**src/rtl/lc3b_pkg.sv**
```systemverilog
// Shared PC-mux select encoding and fetch sequencer state type.
package lc3b_pkg;

    typedef logic [1:0] pc_sel_t;

    localparam pc_sel_t PC_SEL_INC   = 2'd0;
    localparam pc_sel_t PC_SEL_BUS   = 2'd1;
    localparam pc_sel_t PC_SEL_ADDER = 2'd2;

    typedef enum logic [1:0] {
        ISSUE = 2'd0,
        WAIT  = 2'd1,
        VALID = 2'd2,
        FAULT = 2'd3
    } fetch_state_t;

    // Only BUS and ADDER are meaningful redirect targets; anything else falls back to INC.
    function automatic pc_sel_t redirect_src(input pc_sel_t sel);
        return ((sel == PC_SEL_BUS) || (sel == PC_SEL_ADDER)) ? sel : PC_SEL_INC;
    endfunction

endpackage

```
**src/rtl/fetch_unit.sv**
```systemverilog
// Instruction-fetch sequencer: drives the PC mux, reads instruction memory, hands IR to decode.
// Optional misaligned-fetch trap is compiled in with FETCH_ALIGN_CHECK_EN.
//
// state | meaning
// ISSUE | load PC+2, capture fetch address, start read
// WAIT  | read outstanding, waiting for mem_ready
// VALID | ir holds an instruction, waiting for decode
// FAULT | misaligned PC trapped, idle until redirect
module fetch_unit
    import lc3b_pkg::*;
#(
    parameter int ADDR_W = 16,
    parameter int DATA_W = 16
) (
    input  logic              clk,
    input  logic              rst_n,
    input  logic [ADDR_W-1:0] pc,
    output logic              ld_pc,
    output logic [1:0]        pc_sel,
    output logic              mem_req,
    output logic [ADDR_W-1:0] mem_addr,
    input  logic              mem_ready,
    input  logic [DATA_W-1:0] mem_data,
    output logic [DATA_W-1:0] ir,
    output logic [ADDR_W-1:0] ir_pc,
    output logic              ir_valid,
    input  logic              ir_ready,
    input  logic              redirect,
    input  logic [1:0]        redirect_sel,
    output logic              fetch_fault
);

    fetch_state_t      state_q, state_d;
    logic              mem_req_q, mem_req_d;
    logic [ADDR_W-1:0] mem_addr_q, mem_addr_d;
    logic [DATA_W-1:0] ir_q, ir_d;
    logic [ADDR_W-1:0] ir_pc_q, ir_pc_d;
    logic              ir_valid_q, ir_valid_d;
`ifdef FETCH_ALIGN_CHECK_EN
    logic              fault_q, fault_d;
`endif

    always_comb begin
        state_d    = state_q;
        mem_req_d  = mem_req_q;
        mem_addr_d = mem_addr_q;
        ir_d       = ir_q;
        ir_pc_d    = ir_pc_q;
        ir_valid_d = ir_valid_q;
`ifdef FETCH_ALIGN_CHECK_EN
        fault_d    = fault_q;
`endif
        ld_pc      = 1'b0;
        pc_sel     = PC_SEL_INC;

        if (redirect) begin
            // Abandons any in-flight read; a concurrent ir_ready handshake is implicitly consumed.
            ld_pc      = 1'b1;
            pc_sel     = redirect_src(redirect_sel);
            state_d    = ISSUE;
            mem_req_d  = 1'b0;
            ir_valid_d = 1'b0;
`ifdef FETCH_ALIGN_CHECK_EN
            fault_d    = 1'b0;
`endif
        end else begin
            case (state_q)
                ISSUE: begin
`ifdef FETCH_ALIGN_CHECK_EN
                    if (pc[0]) begin
                        fault_d = 1'b1;
                        state_d = FAULT;
                    end else
`endif
                    begin
                        ld_pc      = 1'b1;
                        mem_addr_d = {pc[ADDR_W-1:1], 1'b0};
                        ir_pc_d    = pc;
                        mem_req_d  = 1'b1;
                        state_d    = WAIT;
                    end
                end
                WAIT: begin
                    if (mem_ready) begin
                        ir_d       = mem_data;
                        ir_valid_d = 1'b1;
                        mem_req_d  = 1'b0;
                        state_d    = VALID;
                    end
                end
                VALID: begin
                    if (ir_ready) begin
                        ir_valid_d = 1'b0;
                        state_d    = ISSUE;
                    end
                end
                FAULT: begin
`ifndef FETCH_ALIGN_CHECK_EN
                    state_d = ISSUE;
`endif
                end
                default: state_d = ISSUE;
            endcase
        end

        // Keep the PC mux quiet while reset is held, even though state sits at ISSUE.
        if (!rst_n) begin
            ld_pc  = 1'b0;
            pc_sel = PC_SEL_INC;
        end
    end

    always_ff @(posedge clk or negedge rst_n) begin
        if (!rst_n) begin
            state_q    <= ISSUE;
            mem_req_q  <= 1'b0;
            mem_addr_q <= '0;
            ir_q       <= '0;
            ir_pc_q    <= '0;
            ir_valid_q <= 1'b0;
`ifdef FETCH_ALIGN_CHECK_EN
            fault_q    <= 1'b0;
`endif
        end else begin
            state_q    <= state_d;
            mem_req_q  <= mem_req_d;
            mem_addr_q <= mem_addr_d;
            ir_q       <= ir_d;
            ir_pc_q    <= ir_pc_d;
            ir_valid_q <= ir_valid_d;
`ifdef FETCH_ALIGN_CHECK_EN
            fault_q    <= fault_d;
`endif
        end
    end

    assign mem_req  = mem_req_q;
    assign mem_addr = mem_addr_q;
    assign ir       = ir_q;
    assign ir_pc    = ir_pc_q;
    assign ir_valid = ir_valid_q;
`ifdef FETCH_ALIGN_CHECK_EN
    assign fetch_fault = fault_q;
`else
    assign fetch_fault = 1'b0;
`endif

endmodule

```
**config.mk**
```make
export PLATFORM = sky130hd
export DESIGN_NAME = fetch_unit
export DESIGN_NICKNAME = d
export VERILOG_FILES = /design/src/rtl/lc3b_pkg.sv /design/src/rtl/fetch_unit.sv
export SDC_FILE = /design/constraint.sdc
export NUM_CORES = 1
export LEC_CHECK = 0
export CAP_MARGIN = 25
export CORE_MARGIN = 2
export CORE_UTILIZATION = 30
export CTS_CLUSTER_DIAMETER = 50
export DETAILED_ROUTE_END_ITERATION = 8
export GPL_TIMING_DRIVEN = 0
export HOLD_SLACK_MARGIN = 0.06
export PLACE_DENSITY_LB_ADDON = 0.3
export SYNTH_ARGS = -nofsm -noshare
export SYNTH_HDL_FRONTEND = slang
export SYNTH_SLANG_ARGS = --single-unit
```
**constraint.sdc**
```tcl
create_clock -name clk -period 2.3 [get_ports clk]
set_clock_uncertainty 0.1 [all_clocks]
set_input_delay 0.345 -clock clk [delete_from_list [all_inputs] [get_ports clk]]
set_output_delay 0.345 -clock clk [all_outputs]
set_load 0.02 [all_outputs]
```
# After elaboration in Yosys (flattened, before gate mapping)
# Index checks and enable logic that the tools add are counted.
dict set report op_classes {
  reduce_logical 9
  n_eq_ne 7
  mux 17
  bitwise_logic 1
}
# cell count
set op_table {}
lappend op_table {{$mux 2} 6}
lappend op_table {{$mux 1} 8}
lappend op_table {{$pmux 2 s4} 1}
lappend op_table {{$eq 2x2->1 const B} 3}
lappend op_table {{$ne 3x3->1 const B} 2}
lappend op_table {{$reduce_and 2->1} 3}
lappend op_table {{$reduce_and 3->1} 2}
lappend op_table {{$reduce_bool 3->1} 2}
lappend op_table {{$eq 2x1->1 const B} 2}
lappend op_table {{$pmux 1 s2} 2}
lappend op_table {{$logic_not 2->1} 1}
lappend op_table {{$logic_or 1x1->1} 1}
lappend op_table {{$not 1->1} 1}
dict set report totals {
  output_inout_bits 54
  register_bits 51
  in_bits 39
  word_cells 40
}

# Logic depth before layout (Yosys ltp)
# Gate-level depths: netlist (run 1).
dict set report depth {
  word_depth 5
  depth_mapped 4
  ltp_nobuf 3
}

# Worst setup path after synthesis (run 1)
# No wires, ideal clock.
dict set report synth_timing {
  path_kind {in2out}
  start {input redirect}
  end {output pc_sel[1]}
  n_path_buf 1
  stages 3
  arrival_ns 1.164
  slack_ns 0.691
  required_ns 1.855
  path_cell_list {buf_2 > nand2_1 > nor3b_1}
}
dict set report synth_between {
  elab_chain_len 2
}
# element line_no
set synth_lines {}
lappend synth_lines {{start: declaration} fetch_unit.sv:28} ;# input logic redirect,
lappend synth_lines {{$mux 2} fetch_unit.sv:56} ;# if (redirect) begin
lappend synth_lines {{$mux 2} fetch_unit.sv:107} ;# if (!rst_n) begin
lappend synth_lines {{end: declaration} fetch_unit.sv:19} ;# output logic [1:0] pc_sel,
# No other way between the ends.

# Worst setup path after layout (run 1)
dict set report layout_timing {
  start {register state_q[1]}
  end {output ld_pc}
}
dict set report layout_between {
  elab_chain_len 4
}
# element line_no
set layout_lines {}
lappend layout_lines {{start: declaration} fetch_unit.sv:33} ;# fetch_state_t state_q, state_d;
lappend layout_lines {{start signal: assignment} fetch_unit.sv:125} ;# state_q <= state_d;
lappend layout_lines {{$logic_not 2->1} fetch_unit.sv:67} ;# case (state_q)
lappend layout_lines {{$mux 1} fetch_unit.sv:67}
lappend layout_lines {{$mux 1} fetch_unit.sv:56}
lappend layout_lines {{$mux 1} fetch_unit.sv:107}
lappend layout_lines {{end: declaration} fetch_unit.sv:18} ;# output logic ld_pc,
# No other way between the ends.

==> metrics.md, run 1 <==
| Metric | Value |
|---|---|
| Initial core utilization | `30.84%` |
| Setup WS post-layout | `172.1 ps` |
| Number of CTS-inserted buffers | `5` |
| Placer congestion estimate | `0.6592` |
| Critical path's slowest cell | `clkdlybuf4s50_1` |
| First-pass GRT wire length | `5568 um` |
| CP required | `1860 ps` |
| Setup WS pre-CTS | `-226.0 ps` |
| Hold Crit Endpoint | `state_q[1]$_DFFE_PN0P_` |
| Hold path cells | `2` |
| WL final | `3275 um` |
| DRT iter0 DRCs | `13` |
| Worst hold path class | `primary input to flop` |
| DP Area | `2532 um^2` |
| Multi-input gate area | `501.7 um^2` |
| CTS H-tree lvls | `2` |
| Period utilisation layout | `92.52%` |
| Root Driver | `clkbuf_8` |
| Detail Placement HPWL | `2444 um` |
| Cell Pwr Density | `828.5 nW/um^2` |
| Post-Synthesis Cells | `109` |
| IO Pins | `93` |
| Yosys warnings | `0` |
| Final Util | `52.23%` |
| Die Y | `76 um` |
| Placement Rows | `26` |
| Most common cell after layout, fill and taps aside | `clkdlybuf4s50_1` |
| Fillers | `452` |
| Number of port buffers | `89` |
| Post-route DRC | `0` |
| CP peak stage delay | `590 ps` |
| Layout area overhead | `69.35%` |
| Commonest cells after routing, fill and taps aside | `clkdlybuf4s50_1 (88), dfrtp_1 (36), mux2_2 (32)` |
| Synth cell types | `17` |
| Post-route design area | `2634 um^2` |
| Crit. End Element | `output port` |
| Worst-path clk slew | `60 ps` |
| Number of setup violations in the final report | `0` |
| Avg Inst Size Synth | `14.27 um^2` |
| Max Fclk | `469.9 MHz` |
| Cell Area, Synth | `1555 um^2` |
| Gr usage total | `12.12%` |
| Crit-path cells | `buf_2 > nor2_1 > o21a_1 > clkdlybuf4s50_1` |
| Max-cap violations | `0` |
| Die area | `5776 um^2` |
| Tot Pwr | `2.182 mW` |
| Outcome | `complete, no violations` |
| Final hold viol count | `0` |
| Worst setup path category | `flop to output port` |
| Reg2reg setup slack | `580 ps` |
| RSZ-0062 raised after global routing | `no` |
| VDD IR max | `498.3 uV` |
| CP top delay family | `buffers and inverters` |
| Period minus WS final | `2128 ps` |
| Routed len/inst | `11.87 um` |
| Clock Sinks | `36` |
| CTS tree | `done` |
| Worst Path Arrival | `1680 ps` |
| Inserted Diodes | `0` |
| Worst R2R End | `ir_pc[14]$_DFFE_PN0P_` |
| Seq/Total Area, Yosys | `57.92%` |
| Final Slew Violations | `0` |
| Crit path launch type | `flop` |
| TritonRoute pass-1 iters | `2` |
| Depth of the most critical reg-to-reg path | `4` |
| Critical path peak fanout | `8` |
| Die width | `76 um` |
| Total gr overflow | `0` |
| Buf+Inv Stages, Crit Path | `2` |
| Via/cell ratio | `4.228` |
| Pleak | `1.095 nW` |
| R2R Path Start | `state_q[1]$_DFFE_PN0P_` |
| Synth Register Bits | `36` |
| Number of global-route vias before repair | `1,222` |
| Largest net degree at the start of global routing | `37` |
| Nets | `247` |
| Hold path startpoint | `redirect` |
| Antenna violations before repair | `0` |
| Core area | `5042 um^2` |
| Layout cells sized above 1 | `30.58%` |
| Max Root-Sink Buffers | `2` |
| Clk Latency, worst-skew pair | `270 ps` |
| Sequential Area | `900.9 um^2` |
| Vias after detailed routing | `1,167` |
| Antenna Nets Post-Route | `0` |
-- synthesized netlist by cell type, drive strengths merged --
library cell / count / area [um^2]
buf: 21 / 156.4
nor2: 4 / 15.01
nand2b: 3 / 18.77
nor3: 2 / 32.53
mux2: 32 / 360.4
conb: 1 / 3.750
nand2: 2 / 10.01
o22a: 1 / 8.760
a21oi: 2 / 10.01
a2bb2oi: 1 / 8.760
a211oi: 1 / 7.510
dfrtp: 36 / 900.9
o21a: 1 / 7.510
nor3b: 2 / 15.01
-- metal layers --
| metal | global-route usage [%] | share of wire (%) | routed length, um |
|---|---|---|---|
| met5 | 0 | 0 | 0 |
| met4 | 4.364 | 1.3 | 41 |
| met3 | 6.635 | 11 | 359 |
| met2 | 19.29 | 46 | 1510 |
| met1 | 13.81 | 42 | 1364 |
-- cell families after synthesis --
group	count (synthesis)	synth area share, %
DFF	36	57.92
muxes	32	23.17
buffers and inverters	21	10.06
and+or+nand+nor	13	5.872
AOI/OAI and AO/OA	6	2.736
other	1	0.2411
-- worst register-to-register path: cells and delay by family, from the launching register on --
family	cells	cell delay (ps)
buf+inv	2	450
flops	1	350
mux	1	350
simple gates	1	370
-- registers in the layout (all words and copies together), names as in the netlist --
register  flops
ir           16
ir_pc        16
ir_valid      1
mem_req       1
state_q       2
-- metrics by stage --
stage | cells | setup TNS [ps] | hold slack (ps)
floorplan | 110 | 0 | -50.59
global placement | 269 | -8934 | 389.0
detailed placement | 269 | -424.9 | 394.3
CTS | 276 | 0 | 269.6
global route | 276 | 0 | 279.9
finish | 276 | 0 | 290.3
-- area by class of cell --
cell class              count  share of cell area [%]
well taps                  70                   3.325
flip-flops and latches     36                   34.20
plain buffers              21                   5.938
clock buffers               5                   2.613
repair buffers             91                   34.87
multi-input cells          53                   19.05
-- power by group --
| part | switching [mW] | total (mW) | internal (mW) |
|---|---|---|---|
| logic | 0.402 | 0.945 | 0.542 |
| clock network | 0.196 | 0.391 | 0.195 |
| registers | 0.0780 | 0.846 | 0.768 |
| total | 0.676 | 2.18 | 1.51 |
-- repair_timing --
action,CTS,global route
gates resized for setup,1,0
endpoints found under the hold margin,36,0
setup endpoints to repair,3,0
buffers inserted,0,0
hold buffers,2,0
-- how the worst max path moves through the flow --
| stage | startpoint | to | slack [ps] | cells after the start |
|---|---|---|---|---|
| floorplan | redirect | pc_sel[1] | 690 | 3 |
| global placement | rst_n | pc_sel[1] | -1300 | 4 |
| detailed placement | rst_n | pc_sel[1] | -230 | 4 |
| CTS | state_q[1]$_DFFE_PN0P_ | ld_pc | 150 | 4 |
| global route | state_q[1]$_DFFE_PN0P_ | ld_pc | 60 | 4 |
| finish | state_q[1]$_DFFE_PN0P_ | ld_pc | 170 | 4 |
No activity file was read; power rests on OpenSTA's default activity.
==> run 2: changes to the inputs <==
--- a/config.mk
+++ b/config.mk
@@ -6,7 +6,6 @@
 export NUM_CORES = 1
 export LEC_CHECK = 0
 export CAP_MARGIN = 25
-export CORE_MARGIN = 2
 export CORE_UTILIZATION = 30
 export CTS_CLUSTER_DIAMETER = 50
 export DETAILED_ROUTE_END_ITERATION = 8
==> constraint.sdc (replaced) <==
create_clock -name clk -period 2.3 [get_ports clk]
set_clock_uncertainty 0.1 [all_clocks]
set_input_delay 0.345 -clock clk [delete_from_list [all_inputs] [get_ports clk]]
set_output_delay 0.345 -clock clk [all_outputs]
set_load 0.05 [all_outputs]
==> metrics.md, run 2 (synthesis gave the netlist of run 1 again) <==
| Metric | Value |
|---|---|
| Commonest cells after routing, fill and taps aside | `clkdlybuf4s50_1 (85), dfrtp_1 (36), mux2_2 (32)` |
| Fin Hold WS | `285.6 ps` |
| Worst hold path class | `primary input to flop` |
| Crit path launch type | `flop` |
| Worst R2R End | `ir_pc[7]$_DFFE_PN0P_` |
| CTS H-tree lvls | `2` |
| Crit-path cells | `buf_2 > nor2_1 > o21a_1 > dlygate4sd2_1` |
| Fillers | `436` |
| Worst-path clk slew | `60 ps` |
| CP required | `1860 ps` |
| Critical path endpoint | `ld_pc` |
| Die area | `5476 um^2` |
| Critical path's slowest cell | `dlygate4sd2_1` |
| Critical path startpoint | `state_q[1]$_DFFE_PN0P_` |
| Nets | `247` |
| Gr usage total | `13.74%` |
| Worst Path Arrival | `1600 ps` |
| Final Util | `54.97%` |
| Worst setup path category | `flop to output port` |
| Number of CTS-inserted buffers | `5` |
| Placer congestion estimate | `0.7047` |
| Post-route DRC | `0` |
| IO Pins | `93` |
| Largest net degree at the start of global routing | `37` |
| Total gr overflow | `0` |
| Pleak | `1.125 nW` |
| Detail Placement HPWL | `2488 um` |
| Root Driver | `clkbuf_8` |
| Via/cell ratio | `4.315` |
| Post-route design area | `2665 um^2` |
| Non-filler cells, final | `276` |
| CTS tree | `done` |
| Final hold viol count | `0` |
| Clk Latency, worst-skew pair | `280 ps` |
| Clock Sinks | `36` |
| # Post-CTS Setup Buffers | `0` |
| Max-cap violations | `0` |
| R2R Path Start | `state_q[1]$_DFFE_PN0P_` |
| Inserted Diodes | `0` |
| Outcome | `complete, no violations` |
| Sequential Area | `900.9 um^2` |
| TritonRoute pass-1 iters | `4` |
| Period utilisation layout | `88.98%` |
| Initial core utilization | `32.08%` |
| Max Fclk | `488.6 MHz` |
| Final Slew Violations | `0` |
| Number of setup violations in the final report | `0` |
| Die Y | `74 um` |
| Antenna Nets Post-Route | `0` |
| Vias after detailed routing | `1,191` |
| Placement Rows | `25` |
| Die width | `74 um` |
| VDD IR max | `512.8 uV` |
| Most common cell after layout, fill and taps aside | `clkdlybuf4s50_1` |
| Post-route setup TNS | `0 ps` |
| Number of global-route vias before repair | `1,216` |
| Placed cell count | `266` |
| Period minus WS final | `2047 ps` |
| Number of port buffers | `89` |
| DRT iter0 DRCs | `20` |
| Crit. End Element | `output port` |
| Cell Pwr Density | `1038 nW/um^2` |
| Layout area overhead | `71.36%` |
| Critical path peak fanout | `8` |
| First-pass GRT wire length | `5561 um` |
| RSZ-0062 raised after global routing | `no` |
| Max-slew headroom | `64.27%` |
| Core area | `4848 um^2` |
| Depth of the most critical reg-to-reg path | `4` |
| Tightest Pin Transition | `534.3 ps` |
| WL final | `3421 um` |
| Routed len/inst | `12.39 um` |
| Layout cells sized above 1 | `31.10%` |
| Max Root-Sink Buffers | `2` |
| Reg2reg setup slack | `540 ps` |
| DP Area | `2529 um^2` |
| Multi-input gate area | `501.7 um^2` |
| Antenna violations before repair | `0` |
| CP peak stage delay | `520 ps` |
## run 2: area by class of cell
cell class,instances,share of cell area [%]
clock inverter,2,1.315
tap,67,3.146
timing repair buffer,91,34.32
sequential,36,33.80
clock buffer,6,2.723
multi-input combinational,53,18.83
buffer,21,5.869
## run 2: through the flow
| step | worst slack [ps] | total power [mW] |
|---|---|---|
| after detailed placement | -407.6 | 2.248 |
| final | 253.5 | 2.767 |
| after floorplan | 61.68 | 1.763 |
| after CTS | 228.5 | 2.801 |
| after global routing | 145.7 | 2.889 |
| after global placement | -1482 | 2.236 |
## run 2: how the worst min path moves through the flow
stage | startpoint | to | slack (ps) | cells after the start
after global routing | redirect | state_q[1]$_DFFE_PN0P_ | 300 | 2
after CTS | redirect | state_q[1]$_DFFE_PN0P_ | 280 | 2
after detailed placement | rst_n | ir[10]$_DFFE_PN0P_ | 400 | 1
after floorplan | rst_n | ir[0]$_DFFE_PN0P_ | -50 | 0
after global placement | ir_pc[0]$_DFFE_PN0P_ | ir_pc[0]$_DFFE_PN0P_ | 390 | 1
final | redirect | state_q[1]$_DFFE_PN0P_ | 290 | 2
## run 2: worst max-delay path: cells and delay by family, from the launching register on
family	cells	cell delay, ps
AO/OA/AOI/OAI	1	120
buffers and inverters	2	700
flip-flops	1	350
AND/OR/NAND/NOR	1	160
## run 2: repair_timing
action,CTS,global route
resized for setup,4,0
hold buffers,2,0
setup endpoints to repair,3,0
hold endpoints to repair,36,0
## run 2: metal layers
metal | global-route usage, % | vias to the layer above | share of wire, %
li1 | - | 553 | -
met1 | 16.30 | 575 | 41
met2 | 21.82 | 56 | 48
met3 | 5.962 | 7 | 9.4
met4 | 5.769 | 0 | 1.5
met5 | 0 | - | 0
## run 2: power by group
group	internal [mW]	switching (mW)	total, mW
Combinational	0.537	0.845	1.38
Sequential	0.768	0.0821	0.850
Clock	0.321	0.212	0.534
Total	1.63	1.14	2.77
